===== config.mk =====
export PLATFORM = sky130hd
export DESIGN_NAME = lsu32
export DESIGN_NICKNAME = d
export VERILOG_FILES = /design/src/rtl/lsu_pkg.sv /design/src/rtl/lsu_align.sv /design/src/rtl/lsu32.sv
export SDC_FILE = /design/constraint.sdc
export NUM_CORES = 1
export LEC_CHECK = 0
export CORE_MARGIN = 3
export CORE_UTILIZATION = 50
export DETAILED_ROUTE_END_ITERATION = 6
export HOLD_SLACK_MARGIN = 0.15
export PLACE_DENSITY = 0.84
export SLEW_MARGIN = 20
export SYNTH_ARGS = -nofsm -noshare
export SYNTH_HDL_FRONTEND = slang
export SYNTH_HIERARCHICAL = 1
export SYNTH_SLANG_ARGS = --single-unit

===== constraint.sdc =====
create_clock -name clk -period 6.1 [get_ports clk]
set_input_delay 0.915 -clock clk [delete_from_list [all_inputs] [get_ports clk]]
set_output_delay 0.915 -clock clk [all_outputs]
set_load 0.005 [all_outputs]

===== src/rtl/lsu_pkg.sv =====
// Shared types and helpers for the RV32 load/store unit: func3 codes, FSM states,
// byte-enable generation, load extraction/extension and access legality.
package lsu_pkg;

    localparam logic [2:0] F3_B  = 3'b000;
    localparam logic [2:0] F3_H  = 3'b001;
    localparam logic [2:0] F3_W  = 3'b010;
    localparam logic [2:0] F3_BU = 3'b100;
    localparam logic [2:0] F3_HU = 3'b101;

    typedef enum logic [1:0] {
        IDLE  = 2'd0,
        ISSUE = 2'd1,
        WAIT  = 2'd2,
        RESP  = 2'd3
    } lsu_state_t;

    // func3[1:0] encodes the access size for both loads and stores
    function automatic logic [3:0] be_gen(input logic [2:0] func3, input logic [1:0] a);
        logic [3:0] be;
        case (func3[1:0])
            2'b00:   be = 4'b0001 << a;
            2'b01:   be = 4'b0011 << a;
            2'b10:   be = 4'b1111;
            default: be = 4'b0000;
        endcase
        return be;
    endfunction

    function automatic logic [31:0] load_ext(input logic [2:0] func3, input logic [1:0] a,
                                             input logic [31:0] word);
        logic [31:0] sh;
        logic [31:0] res;
        sh = word >> {a, 3'b000};
        case (func3)
            F3_B:    res = {{24{sh[7]}}, sh[7:0]};
            F3_H:    res = {{16{sh[15]}}, sh[15:0]};
            F3_W:    res = word;
            F3_BU:   res = {24'h000000, sh[7:0]};
            F3_HU:   res = {16'h0000, sh[15:0]};
            default: res = 32'h0000_0000;
        endcase
        return res;
    endfunction

    function automatic logic access_ok(input logic store, input logic [2:0] func3,
                                       input logic [1:0] a);
        logic legal;
        logic aligned;
        case (func3)
            F3_B, F3_H, F3_W: legal = 1'b1;
            F3_BU, F3_HU:     legal = ~store;
            default:          legal = 1'b0;
        endcase
        case (func3[1:0])
            2'b00:   aligned = 1'b1;
            2'b01:   aligned = ~a[0];
            2'b10:   aligned = (a == 2'b00);
            default: aligned = 1'b0;
        endcase
        return legal & aligned;
    endfunction

endpackage


===== src/rtl/lsu_align.sv =====
// Combinational lane logic: request-side enables, store shifting and legality,
// plus extraction/extension of the returned read word using the latched access.
module lsu_align
    import lsu_pkg::*;
(
    input  logic        req_store_i,
    input  logic [2:0]  req_func3_i,
    input  logic [1:0]  req_a_i,
    input  logic [31:0] req_wdata_i,
    input  logic [2:0]  ld_func3_i,
    input  logic [1:0]  ld_a_i,
    input  logic [31:0] ld_word_i,
    output logic        ok_o,
    output logic [3:0]  be_o,
    output logic [31:0] wdata_o,
    output logic [31:0] ld_data_o
);

    logic [31:0] mask_s;

    // Store mask zeroes every byte that has no enable once shifted into its lane
    always_comb begin
        case (req_func3_i[1:0])
            2'b00:   mask_s = 32'h0000_00FF;
            2'b01:   mask_s = 32'h0000_FFFF;
            2'b10:   mask_s = 32'hFFFF_FFFF;
            default: mask_s = 32'h0000_0000;
        endcase
    end

    assign ok_o      = access_ok(req_store_i, req_func3_i, req_a_i);
    assign be_o      = be_gen(req_func3_i, req_a_i);
    assign wdata_o   = (req_wdata_i & mask_s) << {req_a_i, 3'b000};
    assign ld_data_o = load_ext(ld_func3_i, ld_a_i, ld_word_i);

endmodule


===== src/rtl/lsu32.sv =====
// RV32 load/store unit: one req/gnt/rvalid bus transaction per accepted access,
// with timeout abort and registered response/bus outputs.
module lsu32
    import lsu_pkg::*;
#(
    parameter int TIMEOUT_CYCLES = 64
) (
    input  logic        clk,
    input  logic        rst,
    input  logic        req_valid,
    output logic        req_ready,
    input  logic        req_store,
    input  logic [2:0]  req_func3,
    input  logic [31:0] req_addr,
    input  logic [31:0] req_wdata,
    output logic        resp_valid,
    output logic [31:0] resp_rdata,
    output logic        resp_err,
    output logic        mem_req,
    output logic        mem_we,
    output logic [31:0] mem_addr,
    output logic [3:0]  mem_be,
    output logic [31:0] mem_wdata,
    input  logic        mem_gnt,
    input  logic        mem_rvalid,
    input  logic [31:0] mem_rdata
);

    localparam logic [7:0] TO_LIM = 8'(TIMEOUT_CYCLES);

    lsu_state_t  state_q, state_d;
    logic [7:0]  cnt_q, cnt_d;
    logic [1:0]  a_q, a_d;
    logic [2:0]  f3_q, f3_d;
    logic        st_q, st_d;
    logic        resp_valid_q, resp_valid_d;
    logic [31:0] resp_rdata_q, resp_rdata_d;
    logic        resp_err_q, resp_err_d;
    logic        mem_req_q, mem_req_d;
    logic        mem_we_q, mem_we_d;
    logic [31:0] mem_addr_q, mem_addr_d;
    logic [3:0]  mem_be_q, mem_be_d;
    logic [31:0] mem_wdata_q, mem_wdata_d;

    logic        ok_s;
    logic [3:0]  be_s;
    logic [31:0] wdata_s;
    logic [31:0] ld_data_s;
    logic        accept_s;
    logic        timeout_s;

    lsu_align u_align (
        .req_store_i (req_store),
        .req_func3_i (req_func3),
        .req_a_i     (req_addr[1:0]),
        .req_wdata_i (req_wdata),
        .ld_func3_i  (f3_q),
        .ld_a_i      (a_q),
        .ld_word_i   (mem_rdata),
        .ok_o        (ok_s),
        .be_o        (be_s),
        .wdata_o     (wdata_s),
        .ld_data_o   (ld_data_s)
    );

    assign req_ready = (state_q == IDLE) && rst;
    assign accept_s  = req_valid && req_ready;
    // cnt_q counts completed cycles; this cycle is number cnt_q+1 of the budget
    assign timeout_s = ((cnt_q + 8'd1) >= TO_LIM);

    // State and output registers
    always_ff @(posedge clk) begin
        if (!rst) begin
            state_q      <= IDLE;
            cnt_q        <= 8'd0;
            a_q          <= 2'b00;
            f3_q         <= 3'b000;
            st_q         <= 1'b0;
            resp_valid_q <= 1'b0;
            resp_rdata_q <= 32'h0000_0000;
            resp_err_q   <= 1'b0;
            mem_req_q    <= 1'b0;
            mem_we_q     <= 1'b0;
            mem_addr_q   <= 32'h0000_0000;
            mem_be_q     <= 4'b0000;
            mem_wdata_q  <= 32'h0000_0000;
        end else begin
            state_q      <= state_d;
            cnt_q        <= cnt_d;
            a_q          <= a_d;
            f3_q         <= f3_d;
            st_q         <= st_d;
            resp_valid_q <= resp_valid_d;
            resp_rdata_q <= resp_rdata_d;
            resp_err_q   <= resp_err_d;
            mem_req_q    <= mem_req_d;
            mem_we_q     <= mem_we_d;
            mem_addr_q   <= mem_addr_d;
            mem_be_q     <= mem_be_d;
            mem_wdata_q  <= mem_wdata_d;
        end
    end

    // Next-state logic; a grant or rvalid on the limit cycle beats the timeout
    always_comb begin
        state_d = state_q;
        case (state_q)
            IDLE: begin
                if (accept_s) begin
                    state_d = ok_s ? ISSUE : RESP;
                end else begin
                    state_d = IDLE;
                end
            end
            ISSUE: begin
                if (mem_gnt) begin
                    state_d = WAIT;
                end else if (timeout_s) begin
                    state_d = RESP;
                end else begin
                    state_d = ISSUE;
                end
            end
            WAIT: begin
                if (mem_rvalid || timeout_s) begin
                    state_d = RESP;
                end else begin
                    state_d = WAIT;
                end
            end
            RESP:    state_d = IDLE;
            default: state_d = IDLE;
        endcase
    end

    // Next values of the counter, latched access and registered outputs
    always_comb begin
        cnt_d        = cnt_q;
        a_d          = a_q;
        f3_d         = f3_q;
        st_d         = st_q;
        resp_valid_d = 1'b0;
        resp_rdata_d = resp_rdata_q;
        resp_err_d   = resp_err_q;
        mem_req_d    = mem_req_q;
        mem_we_d     = mem_we_q;
        mem_addr_d   = mem_addr_q;
        mem_be_d     = mem_be_q;
        mem_wdata_d  = mem_wdata_q;
        case (state_q)
            IDLE: begin
                if (accept_s) begin
                    cnt_d = 8'd0;
                    a_d   = req_addr[1:0];
                    f3_d  = req_func3;
                    st_d  = req_store;
                    if (ok_s) begin
                        mem_req_d   = 1'b1;
                        mem_we_d    = req_store;
                        mem_addr_d  = {req_addr[31:2], 2'b00};
                        mem_be_d    = be_s;
                        mem_wdata_d = wdata_s;
                    end else begin
                        resp_valid_d = 1'b1;
                        resp_err_d   = 1'b1;
                        resp_rdata_d = 32'h0000_0000;
                    end
                end else begin
                    cnt_d = cnt_q;
                end
            end
            ISSUE: begin
                cnt_d = cnt_q + 8'd1;
                if (mem_gnt) begin
                    mem_req_d = 1'b0;
                end else if (timeout_s) begin
                    mem_req_d    = 1'b0;
                    resp_valid_d = 1'b1;
                    resp_err_d   = 1'b1;
                    resp_rdata_d = 32'h0000_0000;
                end else begin
                    mem_req_d = 1'b1;
                end
            end
            WAIT: begin
                cnt_d = cnt_q + 8'd1;
                if (mem_rvalid) begin
                    resp_valid_d = 1'b1;
                    resp_err_d   = 1'b0;
                    resp_rdata_d = st_q ? 32'h0000_0000 : ld_data_s;
                end else if (timeout_s) begin
                    resp_valid_d = 1'b1;
                    resp_err_d   = 1'b1;
                    resp_rdata_d = 32'h0000_0000;
                end else begin
                    resp_valid_d = 1'b0;
                end
            end
            RESP:    resp_valid_d = 1'b0;
            default: resp_valid_d = 1'b0;
        endcase
    end

    assign resp_valid = resp_valid_q;
    assign resp_rdata = resp_rdata_q;
    assign resp_err   = resp_err_q;
    assign mem_req    = mem_req_q;
    assign mem_we     = mem_we_q;
    assign mem_addr   = mem_addr_q;
    assign mem_be     = mem_be_q;
    assign mem_wdata  = mem_wdata_q;

endmodule


==> impl_metrics.env <==
export IMPL_status="complete, but fails checks"
export IMPL_violations="DRC"
export IMPL_root_buffer="clkbuf_16"
export IMPL_final_cell_mix="nand2_1, clkdlybuf4s50_1, dfxtp_1, a21oi_1, o21ai_0"
export IMPL_arrival_ns=4.16
export IMPL_p_seq_share_pct=37.8
export IMPL_place_area_mm2=0.008114
export IMPL_insertion_delay_ns=0.41
export IMPL_dieWidth_um=116.4
export IMPL_worstSetupPathType="primary input to flop"
export IMPL_n_antenna_cell=0
export IMPL_ys_seq_elements=118
export IMPL_post_dp_hpwl_mm=12.99
export IMPL_total_leakage_power_uw=0.003014
export IMPL_die_h_um=116.4
export IMPL_drv_slew=0
export IMPL_finalHoldViolations=0
export IMPL_final_common_cell="nand2_1"
export IMPL_post_cts_buffers=0
export IMPL_numCtsBuffers=17
export IMPL_cp_top_family="simple AND/OR/NAND/NOR gates"
export IMPL_cts_sinks=118
export IMPL_wirelength_mm=19.07
export IMPL_fill_cells=915
export IMPL_switchingPower_uw=541.7
export IMPL_die_area_mm2=0.01355
export IMPL_ctsLongestPathBuffers=2
export IMPL_tns_ns=0
export IMPL_initial_core_util_pct=52.27
export IMPL_gp_congestion=0.8844
export IMPL_post_cts_resized=0
export IMPL_drcViolationCount=1
export IMPL_crit_top_cell="nand2_1"
export IMPL_nNetsFinal=1088
export IMPL_clock_skew_ns=0.005934
export IMPL_ir_worst_vdd_mv=0.1820
export IMPL_cts_max_level=4
export IMPL_min_period_ns=3.832
export IMPL_syn_avg_cell_area_um2=7.582
export IMPL_rsz0062_at_grt="false"
export IMPL_cp_num_buf_inv=2
export IMPL_rows=39
export IMPL_worst_ep_required_time_ns=6.43
export IMPL_maxCapViolCount=0
export IMPL_ys_types=58
export IMPL_cpPeakStageDelay_ns=0.73
export IMPL_antenna_found_initial=0
export IMPL_p_sw_share_pct=25.43
export IMPL_port_buffers=207
export IMPL_synth_enable_flop_cells=0
export IMPL_grt_pass1_wl_mm=30.08
export IMPL_grt_usage_pct=27.99
export IMPL_cp_max_fo=40
export IMPL_pwr_share_clk_pct=47.2
export IMPL_syn_inst=804
export IMPL_finalCritPeriodShare_pct=62.82
export IMPL_io_pins=210
export IMPL_synthArstFlopShare_pct=0
export IMPL_fmax_mhz=261.0
export IMPL_ys_flop_type="dfxtp_1"
export IMPL_pwr_share_comb_pct=15.0
export IMPL_worstSetupStartpointType="primary input"
export IMPL_cts_clk_slew_worst_paths_ns=0.05
export IMPL_setup_violations=0
export IMPL_overflow=0
export IMPL_drtIter0Drc=754
export IMPL_grt_pass1_vias=6038
export IMPL_core_area_mm2=0.01166
export IMPL_fin_area_mm2=0.008713
export IMPL_maxSlewHeadroom_pct=36.00
export IMPL_syn_cell_area_mm2=0.006096
export IMPL_viasPerCell=5.689
export IMPL_holdCritPathClass="flop to flop"
export IMPL_intPower_uw=1588
export IMPL_cts_tree="yes"
export IMPL_vias=6423
export IMPL_ctsHoldBuffers=0
export IMPL_powerDensity_mw_per_mm2=244.5
export IMPL_end_kind="flop"
export IMPL_detail_route_wl_per_cell_um=16.89
export IMPL_synth_warning_count=6
export IMPL_drive_gt1_share_pct=6.694
export IMPL_worst_pin_slew_ns=0.9586
export IMPL_area_growth_pct=42.94
export IMPL_first_pass_iters=7
export IMPL_grt_max_degree=80
export IMPL_crit_slowest_cell="nor2_4"
export IMPL_antenna_left=0
export IMPL_ys_seq_area_share_pct=38.75
export IMPL_p_total_uw=2130
export IMPL_crit_path_cell_trace="clkdlybuf4s50_1 -> ha_1 -> nor3b_1 -> o21bai_1 -> a221oi_1 -> nand2_1 -> nor2_4 -> buf_4 -> nand2_1 -> a21oi_1"
power by group through the flow:
stage,Sequential [µW],Combinational [µW],Clock (µW)
final,804,320,1010
after CTS,804,317,1020
after floorplan,810,186,0
after global placement,820,312,0
after global routing,806,348,1060
after detailed placement,820,313,0
synth_stat cells, drive strengths merged (10+ instances only):
master   count  area, µm²
a21oi      115      579.3
a22oi       10      88.83
a32oi       10      95.10
buf         24      148.9
clkbuf      42      161.4
dfxtp      118       2362
ha          10      125.1
mux2        11      127.6
mux2i       11      110.1
nand2      232      870.8
nand3       19      100.1
nor2        25      93.84
nor2b       23      143.9
o211ai      16      170.2
o21ai       48      240.2
o2bb2ai     15      131.4
per-stage QoR:
stage          setup WS [ns]  utilization [%]  instances  hold WS, ns
6_report               2.268            74.71       1129       0.4514
5_1_grt                2.104            74.71       1129       0.4708
4_1_cts                2.317            74.71       1129       0.4527
3_5_place_dp           1.953            69.57       1097       0.4413
3_3_place_gp           2.065            69.57       1097       0.4406
2_1_floorplan          3.262                -        805       0.4330
worst paths after layout:
path,start,cells after the start,endpoint,slack [ns]
worst max-delay path,req_func3[1],10,mem_addr[22],2.27
worst min-delay path,mem_addr[20],2,mem_addr[20],0.45
worst max register to register,state_q[0],7,mem_addr[22],3.30
worst min register to register,mem_addr[20],2,mem_addr[20],0.45
routing by layer:
metal | up-vias | wire (µm) | global-route usage, % | share of wire [%]
met1 | 2933 | 7480 | 33.87 | 39
met3 | 45 | 2273 | 13.01 | 12
met4 | 0 | 368 | 8.507 | 1.9
li1 | 3126 | - | - | -
met2 | 319 | 8948 | 44.55 | 47
met5 | - | 0 | 0 | 0
worst min-delay path, stage by stage (launching register included):
cell,delay [ns]
dfxtp_1,0.30
nand2_1,0.05
a21oi_1,0.05
state kept, by name, summed over array words and instances (netlist names):
signal      flops
a_q             2
cnt_q           8
f3_q            3
mem_addr       30
mem_be          4
mem_req         1
mem_wdata      32
mem_we          1
resp_err        1
resp_rdata     32
resp_valid      1
st_q            1
state_q         2
cell families (layout without fill, tap and decap cells):
family	after synthesis	count (layout)	synth area share [%]
compound gates	246	246	25.60
xor+xnor	1	1	0.1437
fa+ha+maj	10	10	2.053
buf+inv	76	257	5.706
flops	118	118	38.75
mux	22	22	3.900
other cells	1	2	0.06152
simple gates	330	330	23.79
area by class of cell:
type,count,area [µm²],area share (%)
clock buffers,20,446.7,5.126
clock inverters,12,152.6,1.752
flip-flops and latches,118,2362,27.11
repair buffers,215,2132,24.47
well taps,143,178.9,2.053
multi-input cells,611,3402,39.04
inverters,10,38.79,0.4451
Power figures use the tool's default switching activity.
